File: config.mk
export PLATFORM = sky130hd
export DESIGN_NAME = t1s_gen
export DESIGN_NICKNAME = d
export VERILOG_FILES = /design/src/rtl/awg_timing_pkg.sv /design/src/rtl/mod_n_counter.sv /design/src/rtl/t1s_gen.sv
export SDC_FILE = /design/constraint.sdc
export NUM_CORES = 1
export LEC_CHECK = 0
export CORE_MARGIN = 5
export CORE_UTILIZATION = 56
export CTS_CLUSTER_DIAMETER = 100
export DETAILED_ROUTE_END_ITERATION = 12
export PLACE_DENSITY = 0.78
export SYNTH_ARGS = -nofsm -noshare
export SYNTH_HDL_FRONTEND = slang
export SYNTH_SLANG_ARGS = --single-unit
File: constraint.sdc
create_clock -name clk -period 2.1 [get_ports clk]
set_input_delay 0.42 -clock clk [delete_from_list [all_inputs] [get_ports clk]]
set_output_delay 0.42 -clock clk [all_outputs]
set_load 0.005 [all_outputs]
File: src/rtl/awg_timing_pkg.sv
// Shared timing constants and helpers for the AWG control path.
// Provides the default clock rate and the prescaler width rule.
package awg_timing_pkg;

    localparam int CLK_FREQ_HZ_DEFAULT = 50_000_000;

    // Width needed to count 0..n-1, never narrower than one bit.
    function automatic int cnt_width(input int n);
        return (n <= 2) ? 1 : $clog2(n);
    endfunction

endpackage

File: src/rtl/mod_n_counter.sv
// Enabled modulo-N counter with a registered terminal-count pulse.
// The pulse is high the cycle after the count wraps from N-1 to 0.
module mod_n_counter
    import awg_timing_pkg::*;
#(
    parameter int N = CLK_FREQ_HZ_DEFAULT,
    localparam int W = cnt_width(N)
) (
    input  logic         clk,
    input  logic         rst_n,
    input  logic         en,
    input  logic         clr,
    output logic [W-1:0] count,
    output logic         tc
);

    localparam logic [W-1:0] LAST = W'(N - 1);

    logic [W-1:0] r_count;
    logic         r_tc;
    logic         w_last;

    assign w_last = (r_count == LAST);

    // Count enabled cycles; clear and reset win over a coincident wrap.
    always_ff @(posedge clk) begin
        if (!rst_n) begin
            r_count <= '0;
            r_tc    <= 1'b0;
        end else if (clr) begin
            r_count <= '0;
            r_tc    <= 1'b0;
        end else if (en) begin
            r_count <= w_last ? '0 : r_count + 1'b1;
            r_tc    <= w_last;
        end else begin
            r_tc    <= 1'b0;
        end
    end

    assign count = r_count;
    assign tc    = r_tc;

endmodule

File: src/rtl/t1s_gen.sv
// One-second timebase: strobe, 0.5 Hz square wave, seconds counter.
// The prescaler wrap edge also updates the level and seconds registers.
module t1s_gen
    import awg_timing_pkg::*;
#(
    parameter int CLK_FREQ_HZ = CLK_FREQ_HZ_DEFAULT,
    parameter int SEC_W       = 16
) (
    input  logic             clk,
    input  logic             rst_n,
    input  logic             en,
    input  logic             clr,
    output logic             s,
    output logic             s_level,
    output logic [SEC_W-1:0] sec_cnt
);

    localparam int CW = cnt_width(CLK_FREQ_HZ);
    localparam logic [CW-1:0] LAST = CW'(CLK_FREQ_HZ - 1);

    logic [CW-1:0]    w_count;
    logic             w_tc;
    logic             w_wrap;
    logic             r_level;
    logic [SEC_W-1:0] r_sec;

    mod_n_counter #(
        .N(CLK_FREQ_HZ)
    ) u_presc (
        .clk  (clk),
        .rst_n(rst_n),
        .en   (en),
        .clr  (clr),
        .count(w_count),
        .tc   (w_tc)
    );

    assign w_wrap = en && !clr && (w_count == LAST);

    // Toggle the level and bump seconds on the same edge the prescaler wraps.
    always_ff @(posedge clk) begin
        if (!rst_n) begin
            r_level <= 1'b0;
            r_sec   <= '0;
        end else if (clr) begin
            r_sec   <= '0;
        end else if (w_wrap) begin
            r_level <= ~r_level;
            r_sec   <= r_sec + 1'b1;
        end
    end

    assign s       = w_tc;
    assign s_level = r_level;
    assign sec_cnt = r_sec;

endmodule

==> results of run 1 <==
## state kept, by name, indices dropped and copies added, names as in the netlist
name	count
s_level	1
sec_cnt	16
u_presc.count	26
u_presc.tc	1
## cells in the mapped netlist
library cell,instances,area [sq um]
nand4_1,14,87.6
dfxtp_1,44,881
and4_1,5,43.8
buf_6,2,22.5
inv_1,3,11.3
nor2_1,14,52.6
and4bb_1,1,12.5
o21ai_2,1,8.76
and2_1,2,12.5
clkbuf_1,6,22.5
nor4_2,1,12.5
nand3_1,14,70.1
o41ai_1,1,8.76
nand2_1,18,67.6
xnor2_1,5,43.8
nand3_4,1,17.5
nor4_1,6,37.5
mux2i_1,5,50.1
nor2b_1,2,12.5
buf_2,5,25.0
o21a_1,2,15.0
buf_1,1,3.75
xor2_1,8,70.1
and4_4,1,11.3
ha_1,3,37.5
a21boi_1,1,7.51
nand2b_1,6,37.5
nand4_2,1,12.5
o21ai_0,6,30.0
o311ai_0,1,8.76
o31ai_1,17,128
or3_1,6,37.5
a21oi_1,22,110
and3_1,8,50.1
or4_1,17,128
nor3_1,3,15.0
buf_4,1,7.51
and4bb_2,1,12.5
## final timing paths
check / slack, ns / endpoint / depth (start not counted)
worst max-delay path: 0.25 / sec_cnt[10] / 6
worst min-delay path: 0.48 / sec_cnt[15] / 2
worst max register to register: 0.26 / sec_cnt[10] / 5
worst min register to register: 0.48 / sec_cnt[15] / 2
## metal layers
metal / vias to the layer above / routed length [um] / GRT usage
met5: - / 0 / 0
met4: 0 / 55 / 0.0717
met3: 4 / 226 / 0.0523
met2: 41 / 2150 / 0.321
met1: 942 / 2400 / 0.271
li1: 1025 / - / -
## cells by family (layout without fill, tap and decap cells)
logic type / after synthesis / count (layout) / share of synthesized area
adders and majority gates: 3 / 3 / 0.0169
muxes: 5 / 5 / 0.0225
and+or+nand+nor: 121 / 121 / 0.329
xor gates and xnor gates: 13 / 13 / 0.0512
DFF: 44 / 44 / 0.396
buffers and inverters: 18 / 47 / 0.0417
AOI/OAI and AO/OA: 51 / 51 / 0.142
## worst max-delay path, stage by stage
cell             delay (ns)
clkdlybuf4s50_1        0.50
and3_1                 0.22
nand3_4                0.09
buf_12                 0.18
or4_1                  0.50
a21oi_1                0.16
## area by class of cell
class	count	area, sq um	area share
well taps	48	60.1	0.0227
flip-flops and latches	44	881	0.333
clock inverters	1	7.51	0.00284
multi-input cells	193	1250	0.473
clock buffers	7	86.3	0.0327
inverters	3	11.3	0.00426
repair buffers	36	348	0.132
## stage by stage
step	setup TNS [ns]	worst slack, ns	total power, mW
2_1_floorplan	0	0.394	0.878
3_3_place_gp	-0.134	-0.0225	0.898
3_5_place_dp	-0.488	-0.0597	0.899
4_1_cts	0	0.247	1.45
5_1_grt	0	0.116	1.50
6_report	0	0.254	1.44
## power by group through the flow
stage	combinational, mW	clock [mW]	sequential (mW)
floorplan	0.0221	0	0.856
global placement	0.0418	0	0.856
detailed placement	0.0430	0	0.856
CTS	0.0431	0.573	0.836
global route	0.0467	0.619	0.837
finish	0.0424	0.563	0.836
==> results_dict.tcl, run 1 <==
set metrics [dict create \
    status "complete, no violations" \
    dr.pass1.iters 4 \
    holdWs_ns 0.478 \
    cts_setup_buffers 0 \
    via_per_inst 6.06 \
    grt_antenna_before_repair 0 \
    avgSynthCellArea_sq_um 8.71 \
    clk_path_buf_depth 2 \
    wire_per_inst_um 14.6 \
    dp.cells 324 \
    io_pins 22 \
    grt_max_degree 33 \
    power.internal_mw 1.12 \
    grt_usage 0.205 \
    area_growth_pct 18.9 \
    worstHoldStart "sec_cnt[15]" \
    grt_pass1_wl_um 8770 \
    yosys_warnings 0 \
    n_antenna_cell 0 \
    syn_nets 262 \
    clock_sinks 44 \
    routed_wl_um 4840 \
    slew_headroom 0.669 \
    startpoint "en" \
    insertion_delay_ns 0.30 \
    p_switching_mw 0.320 \
    worstPathArrival_ns 2.07 \
    start_util 0.594 \
    max_cap_violations 0 \
    seq_area_frac_synth 0.396 \
    synth_seq_cells 44 \
    rsz0062_at_grt "no" \
    io_buffers 21 \
    worst_ep_required_time_ns 2.32 \
    finalSetupViolCount 0 \
    criticalPathCategory "in -> reg" \
    slew_viol_final 0 \
    layout-drive-gt1-share 0.0986 \
    reg2reg_from "u_presc.count[19]" \
    hold_violations 0 \
    ys_types 38 \
    die_h_um 73.0 \
    final_area_sq_mm 0.00264 \
    dieWidth_um 73.0 \
    layout_common_cells "dfxtp_1, a21oi_1, clkdlybuf4s50_1" \
    dr.first_iter.drc_count 186 \
    netlist_instances 255 \
    post-route-drc-count 0 \
    syn_area_sq_mm 0.00222 \
    power_frac_seq 0.580 \
    grt_overflow 0 \
    ctsResizeCount 0 \
    vias 2012 \
    fillers 316 \
    layout.cells.non_filler 332 \
    path_max_fanout 31 \
    dpl.hpwl_um 3430 \
    skew_ns 0.00750 \
    netSwitchingFraction 0.222 \
    cts-htree-levels 2 \
    numCtsBuffers 5 \
    worstMarginPinSlew_ns 0.495 \
    clock_power_share 0.391 \
    hold_path.class "reg -> reg" \
    clk_pin_slew_worst_paths_ns 0.08 \
    final.min_clock_period_ns 1.85 \
    utilization 0.706 \
    root_buffer "clkbuf_8" \
    final.period_utilization 0.879 \
    powerDensity_mw_per_mm2 546 \
    crit_path_end_kind "flip-flop" \
    ir_worst_vdd_mv 0.384 \
    nNetsFinal 290 \
    core_sq_mm 0.00374 \
    final_common_cell "dfxtp_1" \
    power.leakage_nw 0.816 \
    grt_pass1_vias 1929 \
    cts_hold_buf 0 \
    dpl-instance-area_sq_mm 0.00255 \
    die_area_sq_mm 0.00533 \
    combPwrFrac 0.029 \
    cts_tree "done" \
    startpoint_type "input port" \
    ant_nets 0 \
    timing.fmax_ghz 0.542 \
    gp_congestion 0.809 \
    fp-row-count 22 \
]
Note: power is estimated with default switching activity, not from simulation.
==> run 2, diff against run 1 <==
CORE_UTILIZATION = 57   (was 56)
SLEW_MARGIN = 20   (was not set)
SYNTH_HIERARCHICAL = 1   (was not set)
==> run 2 against run 1 <==
Via count up 11%. Worst hold slack better by 0.034 ns. Setup slack worse by 0.25 ns. Wire length up 20%. Die area up 3.0%. Utilization up 0.48 points. Maximum frequency down 12%. Final area up 7.6%. Register-to-register slack worse by 0.25 ns. Total power up 6.6%. Clock skew up 0.0031 ns. Critical endpoint is now sec_cnt[12]. Largest power group unchanged.
==> results_dict.tcl, run 2 <==
set metrics [dict create \
    final.period_utilization 0.996 \
    synth_area_leader_cell "dfxtp_1" \
    worst_path_max_delay_cell "or4b_4" \
    synth_top_area_share 0.376 \
    cts_hold_buf 0 \
    n_antenna_cell 0 \
    met1_length_um 2540 \
    start_util 0.585 \
    numCtsBuffers 5 \
    grt_overflow 0 \
    syn_nets 275 \
    dr.max_layer_used "met4" \
    reg2reg_from "u_presc/count[16]" \
    clk_pin_slew_worst_paths_ns 0.09 \
    fin_tns_setup_ns 0 \
    root_buffer "clkbuf_8" \
    criticalPathCategory "reg -> reg" \
    clk_path_buf_depth 2 \
    gp_congestion 0.855 \
    dr_wl_met3_um 359 \
    synthTopCellsByCount "dfxtp_1, a21oi_1, nand3_1, o31ai_1, or4_1" \
    syn_area_sq_mm 0.00234 \
    die_area_sq_mm 0.00549 \
    ys_types 46 \
    wire_per_inst_um 16.3 \
    min_path_cells 2 \
    rsz0062_at_grt "yes" \
    ys_async_sr_fraction 0 \
    worstMarginPinSlew_ns 0.434 \
    nNetsFinal 311 \
    crit_path_end_kind "flip-flop" \
    routed_wl_um 5780 \
    skew_ns 0.0106 \
    grt_usage 0.221 \
    route.met2.wl_um 2730 \
    dieWidth_um 74.1 \
    status "complete, no violations" \
    grt_pass1_wl_um 9600 \
    crit_family "simple AND/OR/NAND/NOR gates" \
    slew_viol_final 0 \
    utilization 0.711 \
    worstHoldStart "u_presc/count[23]" \
    fp-row-count 23 \
    startpoint "u_presc/count[16]" \
    slew_headroom 0.708 \
    final_common_cell "dfxtp_1" \
    worstPathCellList "or4b_4 > or3_4 > or4_1 > a21oi_2" \
    dr.first_iter.drc_count 267 \
    power_mw 1.54 \
    powerDensity_mw_per_mm2 541 \
    worst-r2r-cell-count 4 \
    yosysMostFrequentCell "dfxtp_1" \
    post-route-drc-count 0 \
    hold_violations 0 \
    holdPathEnd "u_presc/count[23]" \
    ant_nets 0 \
    grt_pass1_vias 2084 \
    final.min_clock_period_ns 2.09 \
    vias 2243 \
    netlist_instances 268 \
    synth-edff-count 0 \
    fillers 328 \
    dpl.hpwl_um 3920 \
    seq_area_frac_synth 0.376 \
    layout-drive-gt1-share 0.164 \
    avgSynthCellArea_sq_um 8.74 \
    r2r_slack_ns 0.008 \
    yosys_warnings 6 \
    worstPathArrival_ns 2.33 \
    clock_sinks 44 \
    worst_ep_required_time_ns 2.34 \
    startpoint_type "flip-flop" \
    layout_common_cells "dfxtp_1, buf_4, a21oi_1" \
    max_cap_violations 0 \
    critPathBufInv 0 \
    path_max_fanout 7 \
    finalSetupViolCount 0 \
    via_per_inst 6.32 \
    cts-htree-levels 2 \
    power.leakage_nw 0.879 \
    timing.fmax_ghz 0.478 \
    synthFlopType "dfxtp_1" \
    synthTopCellsByArea "dfxtp_1, o31ai_1, or4_1" \
    grt_max_degree 28 \
    slowest_delay_ns 0.57 \
    core_sq_mm 0.00400 \
    die_h_um 74.1 \
    io_pins 22 \
    synth_seq_cells 44 \
    dr.pass1.iters 4 \
    cts_setup_buffers 0 \
    insertion_delay_ns 0.31 \
    io_buffers 21 \
    hold_path.class "reg -> reg" \
    largest_reg_flops 26 \
    ir_worst_vdd_mv 0.805 \
    cts_tree "done" \
    area_growth_pct 21.4 \
    reg2reg_to "sec_cnt[12]" \
    grt_antenna_before_repair 0 \
]
## run 2: final cells by class
cell class | count | area [sq um] | area share
inverter | 4 | 15.0 | 0.00528
clock buffer | 5 | 68.8 | 0.0242
multi-input combinational | 204 | 1380 | 0.486
clock inverter | 3 | 42.5 | 0.0150
sequential | 44 | 881 | 0.310
timing repair buffer | 45 | 390 | 0.137
tap | 50 | 62.6 | 0.0220
## run 2: kinds of logic after synthesis
group | Yosys count | synth area share
and+or+nand+nor | 127 | 0.341
buffers and inverters | 22 | 0.0577
AOI/OAI and AO/OA | 57 | 0.151
adders and majority gates | 3 | 0.0160
DFF | 44 | 0.376
muxes | 3 | 0.0128
xor gates and xnor gates | 12 | 0.0449
## run 2: through the flow
stage / setup WS (ns) / instance area [sq um] / cells / hold WS (ns)
final: 0.00837 / 2840 / 355 / 0.512
after global routing: -0.0336 / 2840 / 355 / 0.538
after CTS: -0.00666 / 2800 / 353 / 0.511
after detailed placement: -0.146 / 2670 / 345 / 0.499
after global placement: -0.117 / 2670 / 345 / 0.464
after floorplan: 0.0768 / 2340 / 268 / 0.456
## run 2: worst max path at each step
stage,end,slack (ns),depth (start not counted)
floorplan,sec_cnt[10],0.08,5
global placement,u_presc/count[19],-0.12,6
detailed placement,sec_cnt[7],-0.15,6
CTS,sec_cnt[15],-0.007,5
global route,sec_cnt[12],-0.03,4
finish,sec_cnt[12],0.008,4
## run 2: timing repair
item | CTS | global route
gates cloned | 0 | 2
endpoints found under the setup margin | 3 | 16
gates resized for setup | 3 | 7
pin swaps | 2 | 4
## run 2: report_power, final
group	internal (mW)	leakage (nW)	total, mW	switching, mW
registers	0.835	0.354	0.837	0.00181
clock network	0.352	0.0541	0.661	0.309
logic	0.0164	0.470	0.0392	0.0228
total	1.20	0.879	1.54	0.333
## run 2: tightest hold or removal path: stages (launching register included)
cell	delay [ns]
dfxtp_1	0.35
o31ai_1	0.07
a21oi_1	0.06
## run 2: routing by layer
metal | vias up | global-route usage
li1 | 1100 | -
met1 | 1035 | 0.293
met2 | 91 | 0.343
met3 | 17 | 0.0527
met4 | 0 | 0.0986
met5 | - | 0
